==> src/rtl/funrv32_wb_stage.sv <==
// funRV32 writeback stage: retires ALU results and aligned loads into the
// regfile write port, mirrors each write on the bypass port, counts retirements.
module funrv32_wb_stage #(
    parameter int LOAD_TIMEOUT = 16,
    parameter int CNT_W        = 32
) (
    input  logic             clk,
    input  logic             reset,
    input  logic             ex_valid,
    output logic             ex_ready,
    input  logic [4:0]       ex_rd_addr,
    input  logic [31:0]      ex_result,
    input  logic             ex_is_load,
    input  logic [2:0]       ex_load_fmt,
    input  logic [1:0]       ex_addr_lo,
    input  logic             mem_rvalid,
    input  logic [31:0]      mem_rdata,
    output logic             rf_we,
    output logic [4:0]       rf_ad,
    output logic [31:0]      rf_rd,
    output logic             byp_valid,
    output logic [4:0]       byp_addr,
    output logic [31:0]      byp_data,
    output logic [CNT_W-1:0] retired_count,
    output logic             err_load,
    output logic             err_timeout
);

    typedef enum logic [0:0] {
        IDLE,
        WAIT_LOAD
    } state_t;

    localparam int TW = (LOAD_TIMEOUT > 2) ? $clog2(LOAD_TIMEOUT) : 1;
    localparam logic [TW-1:0] TMAX = TW'(LOAD_TIMEOUT - 1);

    state_t      state;
    logic [TW-1:0] timer;
    logic [4:0]  ld_rd;
    logic [2:0]  ld_fmt;
    logic [1:0]  ld_lo;

    logic        legal;
    logic [31:0] lane;
    logic [31:0] ld_data;

    assign ex_ready = (state == IDLE);

    always_comb begin
        legal = 1'b0;
        unique case (ex_load_fmt)
            3'b000, 3'b100: legal = 1'b1;
            3'b001, 3'b101: legal = ~ex_addr_lo[0];
            3'b010:         legal = (ex_addr_lo == 2'b00);
            default:        legal = 1'b0;
        endcase
    end

    // Shift the addressed byte lane down to bit 0, then extend by format.
    assign lane = mem_rdata >> {ld_lo, 3'b000};

    always_comb begin
        ld_data = lane;
        unique case (1'b1)
            ld_fmt == 3'b000: ld_data = {{24{lane[7]}}, lane[7:0]};
            ld_fmt == 3'b100: ld_data = {24'd0, lane[7:0]};
            ld_fmt == 3'b001: ld_data = {{16{lane[15]}}, lane[15:0]};
            ld_fmt == 3'b101: ld_data = {16'd0, lane[15:0]};
            default:          ld_data = lane;
        endcase
    end

    always_ff @(posedge clk) begin
        if (reset) begin
            state         <= IDLE;
            timer         <= '0;
            ld_rd         <= '0;
            ld_fmt        <= '0;
            ld_lo         <= '0;
            rf_we         <= 1'b0;
            rf_ad         <= '0;
            rf_rd         <= '0;
            retired_count <= '0;
            err_load      <= 1'b0;
            err_timeout   <= 1'b0;
        end else begin
            rf_we <= 1'b0;
            unique case (state)
                IDLE: begin
                    if (ex_valid) begin
                        if (!ex_is_load) begin
                            if (ex_rd_addr != 5'd0) begin
                                rf_we         <= 1'b1;
                                rf_ad         <= ex_rd_addr;
                                rf_rd         <= ex_result;
                                retired_count <= retired_count + CNT_W'(1);
                            end
                        end else if (legal) begin
                            state  <= WAIT_LOAD;
                            timer  <= '0;
                            ld_rd  <= ex_rd_addr;
                            ld_fmt <= ex_load_fmt;
                            ld_lo  <= ex_addr_lo;
                        end else begin
                            err_load <= 1'b1;
                        end
                    end
                end
                WAIT_LOAD: begin
                    // A response on the final allowed cycle still wins.
                    if (mem_rvalid) begin
                        state <= IDLE;
                        timer <= '0;
                        if (ld_rd != 5'd0) begin
                            rf_we         <= 1'b1;
                            rf_ad         <= ld_rd;
                            rf_rd         <= ld_data;
                            retired_count <= retired_count + CNT_W'(1);
                        end
                    end else if (timer == TMAX) begin
                        state       <= IDLE;
                        timer       <= '0;
                        err_timeout <= 1'b1;
                    end else begin
                        timer <= timer + TW'(1);
                    end
                end
                default: state <= IDLE;
            endcase
        end
    end

    assign byp_valid = rf_we;
    assign byp_addr  = rf_ad;
    assign byp_data  = rf_rd;

endmodule

==> config.mk <==
export PLATFORM = sky130hd
export DESIGN_NAME = funrv32_wb_stage
export DESIGN_NICKNAME = d
export VERILOG_FILES = /design/src/rtl/funrv32_wb_stage.sv
export SDC_FILE = /design/constraint.sdc
export NUM_CORES = 1
export LEC_CHECK = 0
export BUFFER_PORTS_ARGS = -buffer_cell sky130_fd_sc_hd__buf_2
export CORE_MARGIN = 2
export CORE_UTILIZATION = 44
export DETAILED_ROUTE_END_ITERATION = 8
export GPL_TIMING_DRIVEN = 0
export MAX_ROUTING_LAYER = met4
export PLACE_DENSITY = 0.76
export SYNTH_ARGS = -nofsm -noshare
export SYNTH_HDL_FRONTEND = slang
export SYNTH_SLANG_ARGS = --single-unit
export TNS_END_PERCENT = 1
==> constraint.sdc <==
create_clock -name clk -period 2.3 [get_ports clk]
set_clock_uncertainty 0.05 [all_clocks]
set_input_delay 0.69 -clock clk [delete_from_list [all_inputs] [get_ports clk]]
set_output_delay 0.69 -clock clk [all_outputs]
set_load 0.005 [all_outputs]
Yosys cells after proc, flatten, opt, wreduce, memory -nomap -nowiden
Cells that the tools add are included.
{"block": "classes", "addsub": 2, "n_eq_ne": 15, "shift": 1, "mux": 38, "bitwise": 4, "reduce_logical": 12}
{"cell": "$mux 32", "n": 10}
{"cell": "$pmux 32 s2", "n": 2}
{"cell": "$pmux 32 s4", "n": 1}
{"cell": "$add 32x1->32 const B", "n": 1}
{"cell": "$shr 32x5->32", "n": 1}
{"cell": "$mux 5", "n": 5}
{"cell": "$mux 4", "n": 5}
{"cell": "$eq 3x3->1 const B", "n": 4}
{"cell": "$mux 1", "n": 10}
{"cell": "$pmux 5 s2", "n": 1}
{"cell": "$reduce_bool 5->1", "n": 2}
{"cell": "$ne 2x1->1 const B", "n": 4}
{"cell": "$pmux 4 s2", "n": 1}
{"cell": "$reduce_and 4->1", "n": 2}
{"cell": "$eq 3x1->1 const B", "n": 2}
{"cell": "$logic_not 3->1", "n": 2}
{"cell": "$ne 2x2->1 const B", "n": 3}
{"cell": "$reduce_and 3->1", "n": 2}
{"cell": "$reduce_and 5->1", "n": 1}
{"cell": "$add 4x1->4 const B", "n": 1}
{"cell": "$eq 4x4->1 const B", "n": 1}
{"cell": "$not 1->1", "n": 4}
{"cell": "$pmux 1 s2", "n": 2}
{"cell": "$reduce_or 2->1", "n": 2}
{"cell": "3 further kinds", "n": 3}
{"block": "word_totals", "reg_bits": 87, "inputBits": 79, "out_inout_bits": 111, "elab_cells": 83}

Logic depth before layout (Yosys ltp)
Gate-level depths: netlist (run 1).
{"block": "depth", "word_depth": 7, "ltp_mapped": 9, "depth_no_buf": 6}

Worst setup path before layout (run 1)
No wires, ideal clock.
{"block": "synth_timing", "kind": "input to register", "from": "input ex_rd_addr[0]", "to": "register rf_rd[3] (netlist: byp_data[3])", "setup_ps": 146, "arrival_ps": 2207, "t_required_ps": 2104, "slack_ps": -103, "cell_stages": 8, "n_path_buf": 3, "cell_sequence": "or4_1 -> o211a_1 -> buf_6 -> or2_4 -> buf_6 -> buf_6 -> nor2_1 -> a211oi_2"}
{"block": "synth_via", "elab_chain_len": 3}
{"item": "start, declared", "line": "11", "rtl": "input logic [4:0] ex_rd_addr,"}
{"item": "$reduce_bool 5->1", "line": "92", "rtl": "if (ex_rd_addr != 5'd0) begin"}
{"item": "$ne 2x1->1 (no source line)"}
{"item": "$reduce_and 5->1 (no source line)"}
{"item": "end signal, assigned", "line": "95", "rtl": "rf_rd <= ex_result;"}
{"item": "end signal, assigned", "line": "117", "rtl": "rf_rd <= ld_data;"}
{"item": "end, declared", "line": "20", "rtl": "output logic [31:0] rf_rd,"}
No other way between the ends.
A chain may end at the register's enable or synchronous reset.

Final worst setup path (run 1)
{"block": "layout_timing", "from": "input ex_rd_addr[0]", "to": "register retired_count[10]"}
{"block": "layout_via", "elab_chain_len": 3}
{"item": "$reduce_bool 5->1", "line": "92"}
{"item": "$ne 2x1->1 (no source line)"}
{"item": "$reduce_and 5->1 (no source line)"}
{"item": "end signal, assigned", "line": "96", "rtl": "retired_count <= retired_count + CNT_W'(1);"}
{"item": "end signal, assigned", "line": "118", "rtl": "retired_count <= retired_count + CNT_W'(1);"}
{"item": "end, declared", "line": "24", "rtl": "output logic [CNT_W-1:0] retired_count,"}
No other way between the ends.

==> reports/metrics.sh, run 1 <==
WORST_SETUP_PATH_STARTPOINT='ex_rd_addr[0]'
TRITONCTS.NUM_BUFFERS=9
INSERTEDDIODECOUNT=0
CLOCK_TREE.HTREE_LEVEL_COUNT=3
VIAS=4981
GP_CONGESTION=0.898
CPMOSTUSEDCELL='sky130_fd_sc_hd__buf_6'
YOSYSWARNINGS=0
CLOCKROOTBUFFER='sky130_fd_sc_hd__clkbuf_8'
CP.REQUIRED_PS=2520
YOSYSMOSTFREQUENTCELL='sky130_fd_sc_hd__dfxtp_1'
CP_TOP_FAMILY='buffers and inverters'
NUMBER_OF_NETS_PRODUCED_BY_SYNTHESIS=637
POSTPLACECELLAREA_UM2=5890
CLOCK_POWER_SHARE_PCT=33.9
CRITICAL_PATH.STARTPOINT_TYPE='input pin'
PATH_MAX_FANOUT=10
WORST_TRAN_PIN_VALUE_PS=708
TIMING.RR.START='ld_rd[4]'
DIE_HEIGHT_UM=108
NETS=837
DIE_X_UM=108
VIAS_PER_CELL=5.53
SHARE_OF_THE_YOSYS_CHIP_AREA_BELONGING_TO_REGISTERS_PCT=36.5
FINAL_PERIOD_MINUS_WORST_SETUP_SLACK_PS=2260
REGISTER_BIT_COUNT_REPORTED_BY_YOSYS=87
PIN_COUNT_OF_THE_BIGGEST_NET_ENTERING_GLOBAL_ROUTING=17
GLOBAL_ROUTE_WIRE_LENGTH_BEFORE_REPAIR_UM=23800
SYNTH-ASYNC-RESET-RATIO_PCT=0
PWR-SHARE-COMB_PCT=17.5
YS_DOMINANT_REG_CELL='sky130_fd_sc_hd__dfxtp_1'
NUM_ROWS=38
GRT_ANTENNA_BEFORE_REPAIR=0
P_LEAK_nW=2.83
GR-TOTAL-OVERFLOW=0
WL_UM=15300
TOTAL_SWITCHING_POWER_mW=0.963
FINALHOLDVIOLCOUNT=0
NETLIST_TOP_CELLS_AREA='sky130_fd_sc_hd__dfxtp_1 37%, sky130_fd_sc_hd__mux2i_1 8.4%, sky130_fd_sc_hd__a21oi_1 7.8%'
GRT_PASS1_VIAS=4800
POST_SYNTH_MOST_FREQUENT_CELLS='87 x sky130_fd_sc_hd__dfxtp_1, 74 x sky130_fd_sc_hd__a21oi_1, 49 x sky130_fd_sc_hd__nor2_1'
CPMAXSTAGEDELAYCELL='sky130_fd_sc_hd__or4_1'
FLOORPLAN.IO_PINS=190
DRIVE_ABOVE_1_SHARE_PCT=38.8
NETLIST_AREA_UM2=4770
TIMING.HOLD.WORST.CLASS='flop to flop'
CELL_BY_CELL_TRACE_OF_THE_CRITICAL_PATH='buf_2 > or4_1 > o211a_1 > buf_6 > o211ai_2 > buf_6 > buf_6 > xnor2_1 > nor2_1'
ACHIEVABLE-FREQUENCY_MHz=443
HOLD_PATH_STARTPOINT='err_load'
FLOW.AREA_GROWTH_FROM_SYNTHESIS_PCT=29.5
CELL_INTERNAL_PWR_mW=2.36
LAYOUT.CELL_AREA.NON_FILLER_UM2=6170
ROUTE.ANTENNA.REMAINING_NETS=0
CLK_TRANSITION_REPORTED_PATHS_PS=100
POWER.SEQUENTIAL.FRACTION_PCT=48.6
SYNTH_EDF_COUNT=0
CP.ARRIVAL_PS=2480
DRCVIOLATIONCOUNT=0
SYNTHESIS.INSTANCES=556
CTS.SINKS=87
SYNTH_TOP_AREA_SHARE_PCT=36.5
SETUP_VIOL=0
PWR_DENSITY_CELL_nW_PER_UM2=539
DRTPASS1ITERATIONS=5
CTS_TREE='built'
WORST-R2R-SETUP-SLACK_PS=120
DPL.HPWL_UM=11900
GRT_SETUP_UNREPAIRED='yes'
MAXSLEWVIOLCOUNT=0
SETUP.WORST_PATH.END_CLASS='flop'
INITIAL_UTILIZATION_PCT=44.6
GR-USAGE-ALL-LAYERS_PCT=26.9
IRDROPWORSTVDD_mV=0.296
P_SW_SHARE_PCT=28.9
CLK_LATENCY_PS=380
AREA_OF_THE_CORE_UM2=10700
POSTCTSHOLDBUFS=0
POST-ROUTE-UTIL_PCT=57.7
DESIGN.DIE.AREA_UM2=11700
PORT_BUFFERS=189
PERIOD_SHARE_PCT=98.2
SYNTH_LARGEST_AREA_CELL='sky130_fd_sc_hd__dfxtp_1'
YOSYS.CELL_TYPES.COUNT=48
DRV.MAX_CAP_VIOLATION_COUNT=0
WL_PER_CELL_UM=17.0
SYN_AVG_CELL_AREA_UM2=8.57
PEAK_PER_STAGE_DELAY_ON_THE_CRITICAL_PATH_PS=530
MAX_SLEW_MARGIN_PCT=52.8
WORSTPATHBUFFERINVERTERCOUNT=4
DRT_ITER0_DRC=224
WORSTSETUPPATHTYPE='input pin to flop'
CTS_MAX_PATH_BUFS=2
OUTCOME='complete, no violations'
==> layer usage <==
metal | global-route usage, % | share of wire (%) | vias to the layer above
met4 | 12.3 | 2.4 | 0
met1 | 30.8 | 39 | 2341
met5 | - | 0 | -
met3 | 4.40 | 7.0 | 31
met2 | 46.1 | 51 | 223
li1 | - | - | 2386
==> through the flow <==
stage	setup slack (ps)	TNS (ps)	cells	hold WS (ps)	power (mW)
global placement	-403	-20690	885	400	2.20
finish	42.5	0	901	438	3.33
floorplan	-99.5	-990	556	410	1.96
detailed placement	-455	-22920	885	418	2.22
CTS	0.997	0	900	441	3.34
global route	-38.3	-85.8	901	466	3.46
==> worst reg2reg max path, stage by stage, from the launching register on <==
cell	delay [ps]
sky130_fd_sc_hd__dfxtp_1	330
sky130_fd_sc_hd__or3_1	370
sky130_fd_sc_hd__o311a_1	280
sky130_fd_sc_hd__buf_2	220
sky130_fd_sc_hd__o211ai_2	290
sky130_fd_sc_hd__buf_6	180
sky130_fd_sc_hd__buf_6	160
sky130_fd_sc_hd__xnor2_1	140
sky130_fd_sc_hd__nor2_1	50
==> sequential cells by signal, summed over array words and instances (netlist names) <==
name,flops
timer,4
ld_fmt,3
byp_addr,5
retired_count,32
err_timeout,1
byp_valid,1
ld_lo,2
byp_data,32
ld_rd,5
err_load,1
state,1
==> layout by cell type, fill, tap and decap left out, types with 13 or more instances in the layout <==
cell                       Yosys  final
sky130_fd_sc_hd__dfxtp_1      87     87
sky130_fd_sc_hd__nand2_1      40     40
sky130_fd_sc_hd__o21ai_0      24     24
sky130_fd_sc_hd__a211oi_2     13     13
sky130_fd_sc_hd__or4_1        13     13
sky130_fd_sc_hd__buf_4        41     41
sky130_fd_sc_hd__nor2_1       49     45
sky130_fd_sc_hd__mux2i_1      40     40
sky130_fd_sc_hd__buf_2         7    194
sky130_fd_sc_hd__a21oi_1      74     74
sky130_fd_sc_hd__clkbuf_1     21     18
sky130_fd_sc_hd__a21o_1       16     16
==> worst paths after layout <==
kind / cells past startpoint / to
hold reg to reg: 2 / err_load
setup / recovery: 9 / retired_count[10]
setup reg to reg: 8 / retired_count[10]
hold / removal: 2 / err_load
==> final cells by class <==
| class | instances | area (µm²) |
|---|---|---|
| Buffer | 75 | 508 |
| Multi-Input combinational cell | 384 | 2560 |
| Fill cell | 1015 | 4530 |
| Sequential cell | 87 | 1740 |
| Clock buffer | 9 | 124 |
| Timing Repair Buffer | 190 | 953 |
| Inverter | 9 | 33.8 |
| Clock inverter | 7 | 77.6 |
| Tap cell | 140 | 175 |
==> cells by family (layout without fill, tap and decap cells) <==
group / count (synthesis) / count (layout) / share of synthesized area [%]
buffers and inverters: 85 / 290 / 10.9
XOR/XNOR: 10 / 10 / 1.84
flip-flops: 87 / 87 / 36.5
AND/OR/NAND/NOR: 146 / 146 / 15.0
adder cells (fa/ha/maj): 2 / 2 / 0.525
AO/OA/AOI/OAI: 178 / 178 / 24.7
multiplexers: 48 / 48 / 10.5
==> power groups by stage <==
stage	Clock [mW]	Sequential, mW	Combinational, mW
4_1_cts	1.15	1.61	0.571
5_1_grt	1.20	1.62	0.634
3_5_place_dp	0	1.65	0.567
6_report	1.13	1.62	0.582
2_1_floorplan	0	1.64	0.317
3_3_place_gp	0	1.65	0.554
==> repair_timing <==
item                                    4_1_cts  5_1_grt
endpoints found under the setup margin       15       51
buffers inserted                              0        1
gates resized for setup                       2       19
pin swaps                                     0        2
(Power assumes the default switching activity.)
==> inputs of run 2 (changes only) <==
--- a/config.mk
+++ b/config.mk
@@ -5,13 +5,14 @@
 export SDC_FILE = /design/constraint.sdc
 export NUM_CORES = 1
 export LEC_CHECK = 0
+export ABC_AREA = 1
 export BUFFER_PORTS_ARGS = -buffer_cell sky130_fd_sc_hd__buf_2
 export CORE_MARGIN = 2
-export CORE_UTILIZATION = 44
+export CORE_UTILIZATION = 46
 export DETAILED_ROUTE_END_ITERATION = 8
 export GPL_TIMING_DRIVEN = 0
 export MAX_ROUTING_LAYER = met4
-export PLACE_DENSITY = 0.76
+export PLACE_DENSITY = 0.77
 export SYNTH_ARGS = -nofsm -noshare
 export SYNTH_HDL_FRONTEND = slang
 export SYNTH_SLANG_ARGS = --single-unit
==> reports/metrics.sh, run 2 <==
CRITICAL_PATH.STARTPOINT_TYPE='flop'
DIE_HEIGHT_UM=113  # +4.4%
SYNTH.MUX.AREA_FRACTION_PCT=0  # -11 points
INITIAL_UTILIZATION_PCT=47.3  # +2.8 points
SETUP.WORST_PATH.END_CLASS='flop'
NUMBER_OF_NETS_PRODUCED_BY_SYNTHESIS=935  # +47%
CP.ARRIVAL_PS=2390  # -90 ps
DRT_ITER0_DRC=524  # +130%
SYNTHXORXNORAREAFRAC_PCT=1.45  # -0.39 points
WORSTSETUPPATHTYPE='flop to flop'
LAYOUT_COMMONEST_CELL='sky130_fd_sc_hd__nand2_1'
PERIOD_SHARE_PCT=94.0  # -4.2 points
GRT_SETUP_UNREPAIRED='no'
GP_CONGESTION=0.950  # +5.8%
CTS.SINKS=87  # unchanged
WORST-R2R-SETUP-SLACK_PS=140  # +20 ps
SYNTHESIS.INSTANCES=854  # +54%
CLOCKROOTBUFFER='sky130_fd_sc_hd__clkbuf_16'
GRT_PASS1_VIAS=5645  # +18%
CTS_MAX_PATH_BUFS=2  # unchanged
MAX_SLEW_MARGIN_PCT=61.1  # +8.3 points
PWR_DENSITY_CELL_nW_PER_UM2=551  # +2.2%
WORST_TRAN_PIN_VALUE_PS=583  # -125 ps
CLK_TRANSITION_REPORTED_PATHS_PS=60  # -40 ps
POST_SYNTH_FA_HA_MAJ_AREA_FRACTION_PCT=0.459  # -0.066 points
CPMAXSTAGEDELAYCELL='sky130_fd_sc_hd__dfxtp_1'
SETUP_VIOL=0  # unchanged
VIAS=6335  # +27%
DIE_X_UM=113  # +4.4%
DRTPASS1ITERATIONS=8  # +3
SYNTH_EDF_COUNT=0  # unchanged
SYNTH_LARGEST_AREA_CELL='sky130_fd_sc_hd__dfxtp_1'
FLOW.AREA_GROWTH_FROM_SYNTHESIS_PCT=25.7
CP_TOP_FAMILY='simple AND/OR/NAND/NOR gates'
GLOBAL_ROUTE_WIRE_LENGTH_BEFORE_REPAIR_UM=28300  # +19%
FLOORPLAN.IO_PINS=190  # unchanged
VIOLATED_CHECKS='design-rule violations'
FIN_SETUP_TNS_PS=0  # unchanged
POST-ROUTE-UTIL_PCT=59.5  # +1.8 points
POST_SYNTH_MOST_FREQUENT_CELLS='255 x sky130_fd_sc_hd__nand2_1, 94 x sky130_fd_sc_hd__nor2_1, 87 x sky130_fd_sc_hd__dfxtp_1'
ACHIEVABLE-FREQUENCY_MHz=463  # +4.5%
PATH_MAX_FANOUT=8  # -2
DRCVIOLATIONCOUNT=9  # +9
AREA_OF_THE_CORE_UM2=11500  # +7.6%
GR-TOTAL-OVERFLOW=0  # unchanged
SYNTH_COMPOUND_AREA_SHARE_PCT=15.8  # -8.9 points
YS_DOMINANT_REG_CELL='sky130_fd_sc_hd__dfxtp_1'
FINALHOLDVIOLCOUNT=0  # unchanged
CP.REQUIRED_PS=2530  # about the same
POST_SYNTH_AND_OR_NAND_NOR_AREA_FRACTION_PCT=36.9  # +22 points
LAYOUT.CELL_AREA.NON_FILLER_UM2=6850  # +11%
CELLS_RESIZED_BY_POST_CTS_REPAIR=0  # -2
GRT_ANTENNA_BEFORE_REPAIR=2  # +2
YOSYS.CELL_TYPES.COUNT=35  # -27%
DPL.HPWL_UM=14200  # +20%
VIAS_PER_CELL=5.27  # -4.6%
CPMOSTUSEDCELL='sky130_fd_sc_hd__nand2_1'
REGISTER_BIT_COUNT_REPORTED_BY_YOSYS=87  # unchanged
SYN_AVG_CELL_AREA_UM2=6.38  # -26%
MAXSLEWVIOLCOUNT=0  # unchanged
P_LEAK_nW=3.27  # +15%
WL_PER_CELL_UM=15.1  # -11%
NETLIST_TOP_CELLS_AREA='sky130_fd_sc_hd__dfxtp_1 32%, sky130_fd_sc_hd__nand2_1 18%, sky130_fd_sc_hd__nand3_1 6.6%'
LARGEST_FAMILY_OF_LOGIC_CELLS_BY_SYNTHESIZED_AREA='simple AND/OR/NAND/NOR gates'
DESIGN.DIE.AREA_UM2=12700  # +9.1%
FINAL_PERIOD_MINUS_WORST_SETUP_SLACK_PS=2160  # -96.3 ps
NETLIST_AREA_UM2=5450  # +14%
GR-USAGE-ALL-LAYERS_PCT=28.8  # +1.9 points
ROUTE.ANTENNA.REMAINING_NETS=0  # unchanged
PEAK_PER_STAGE_DELAY_ON_THE_CRITICAL_PATH_PS=580  # +50 ps
OUTCOME='finished, violations left'
IRDROPWORSTVDD_mV=0.318  # +7.2%
TIMING.HOLD.WORST.CLASS='flop to flop'
PIN_COUNT_OF_THE_BIGGEST_NET_ENTERING_GLOBAL_ROUTING=15  # -2
DRIVE_ABOVE_1_SHARE_PCT=30.4  # -8.4 points
TRITONCTS.NUM_BUFFERS=9  # unchanged
POSTPLACECELLAREA_UM2=6570  # +12%
CLOCK_TREE.HTREE_LEVEL_COUNT=3  # unchanged
PORT_BUFFERS=188  # -0.53%
MOSTFREQUENTLAYOUTCELLS='255 x sky130_fd_sc_hd__nand2_1, 201 x sky130_fd_sc_hd__buf_2, 94 x sky130_fd_sc_hd__nor2_1, 87 x sky130_fd_sc_hd__dfxtp_1, 72 x sky130_fd_sc_hd__nand3_1'
CLK_LATENCY_PS=340  # -40 ps
WL_UM=18100  # +18%
SYNTH-ASYNC-RESET-RATIO_PCT=0  # unchanged
NETS=1133  # +35%
WORSTPATHBUFFERINVERTERCOUNT=0  # -4
SHARE_OF_THE_YOSYS_CHIP_AREA_BELONGING_TO_REGISTERS_PCT=31.9  # -4.6 points
CELL_BY_CELL_TRACE_OF_THE_CRITICAL_PATH='ha_1 > nand3_2 > nor2_2 > and2_1 > nand4_1 > nand2_1 > nand2_1 > nor2_1'
YOSYSWARNINGS=0  # unchanged
DRV.MAX_CAP_VIOLATION_COUNT=0  # unchanged
NUM_ROWS=39  # +2.6%
SYNTH_TOP_AREA_SHARE_PCT=31.9  # -4.6 points
YOSYSMOSTFREQUENTCELL='sky130_fd_sc_hd__nand2_1'
CTS_TREE='built'
[run 2: cell count changes in the layout (fill, tap and decap cells not counted), moves of 12 or more]
cell | before | now
sky130_fd_sc_hd__o21ai_0 | 24 | 38
sky130_fd_sc_hd__nor2_1 | 45 | 94
sky130_fd_sc_hd__a31oi_1 | 1 | 13
sky130_fd_sc_hd__nand2_1 | 40 | 255
sky130_fd_sc_hd__a211oi_2 | 13 | 0
sky130_fd_sc_hd__a21o_1 | 16 | 0
sky130_fd_sc_hd__or2_2 | 0 | 20
sky130_fd_sc_hd__o21ai_1 | 4 | 20
sky130_fd_sc_hd__mux2i_1 | 40 | 0
sky130_fd_sc_hd__o31ai_1 | 12 | 0
sky130_fd_sc_hd__a21oi_1 | 74 | 58
sky130_fd_sc_hd__or4_1 | 13 | 0
sky130_fd_sc_hd__nand3_1 | 8 | 72
sky130_fd_sc_hd__inv_1 | 9 | 47
[run 2: worst register-to-register path: stages (launching register included)]
cell and delay (ps):
sky130_fd_sc_hd__dfxtp_1 580, sky130_fd_sc_hd__ha_1 440, sky130_fd_sc_hd__nand3_2 180, sky130_fd_sc_hd__nor2_2 240
sky130_fd_sc_hd__and2_1 210, sky130_fd_sc_hd__nand4_1 170, sky130_fd_sc_hd__nand2_1 100, sky130_fd_sc_hd__nand2_1 50
sky130_fd_sc_hd__nor2_1 70
[run 2: final timing paths]
path / depth (start not counted) / startpoint / endpoint
setup / recovery: 8 / retired_count[0] / retired_count[20]
hold / removal: 2 / byp_data[29] / byp_data[29]
setup reg to reg: 8 / retired_count[0] / retired_count[20]
hold reg to reg: 2 / byp_data[29] / byp_data[29]
[run 2: layout make-up]
class	count	area (µm²)
antenna	2	5.00
buffer	80	547
clock buffer	11	233
clock inverter	4	47.5
fill	1184	4660
inverter	50	188
multi-input combinational	636	2970
sequential	87	1740
tap	143	179
timing repair buffer	188	941
[run 2: cell families after synthesis]
kind of cell,count (synthesis)
and+or+nand+nor,472
AOI/OAI and AO/OA,153
buffers and inverters,131
DFF,87
xor gates and xnor gates,9
adders and majority gates,2
[run 2: per-layer routing]
metal	vias to the layer above	routed length [µm]	GRT usage, %
li1	3129	-	-
met1	2906	8010	38.2
met2	276	8410	45.6
met3	24	1370	4.39
met4	0	300	8.86
met5	-	0	-
[run 2: through the flow]
| stage | power, mW | hold slack, ps | cells | setup WS, ps |
|---|---|---|---|---|
| floorplan | 2.07 | 395 | 854 | 651 |
| global placement | 2.35 | 401 | 1185 | 255 |
| detailed placement | 2.36 | 410 | 1185 | 205 |
| CTS | 3.78 | 426 | 1199 | 183 |
| global route | 3.94 | 441 | 1201 | 32.3 |
| finish | 3.78 | 427 | 1201 | 139 |
[run 2: what timing repair did]
item	4_1_cts	5_1_grt
setup buffers	0	0
hold buffers	0	0
endpoints found under the setup margin	1	0
[run 2: power breakdown]
part           internal, mW  switching [mW]  leakage [nW]  total [mW]
Combinational         0.320           0.387          2.42       0.707
Clock                 0.833           0.608         0.135        1.44
Sequential             1.57          0.0565         0.709        1.63
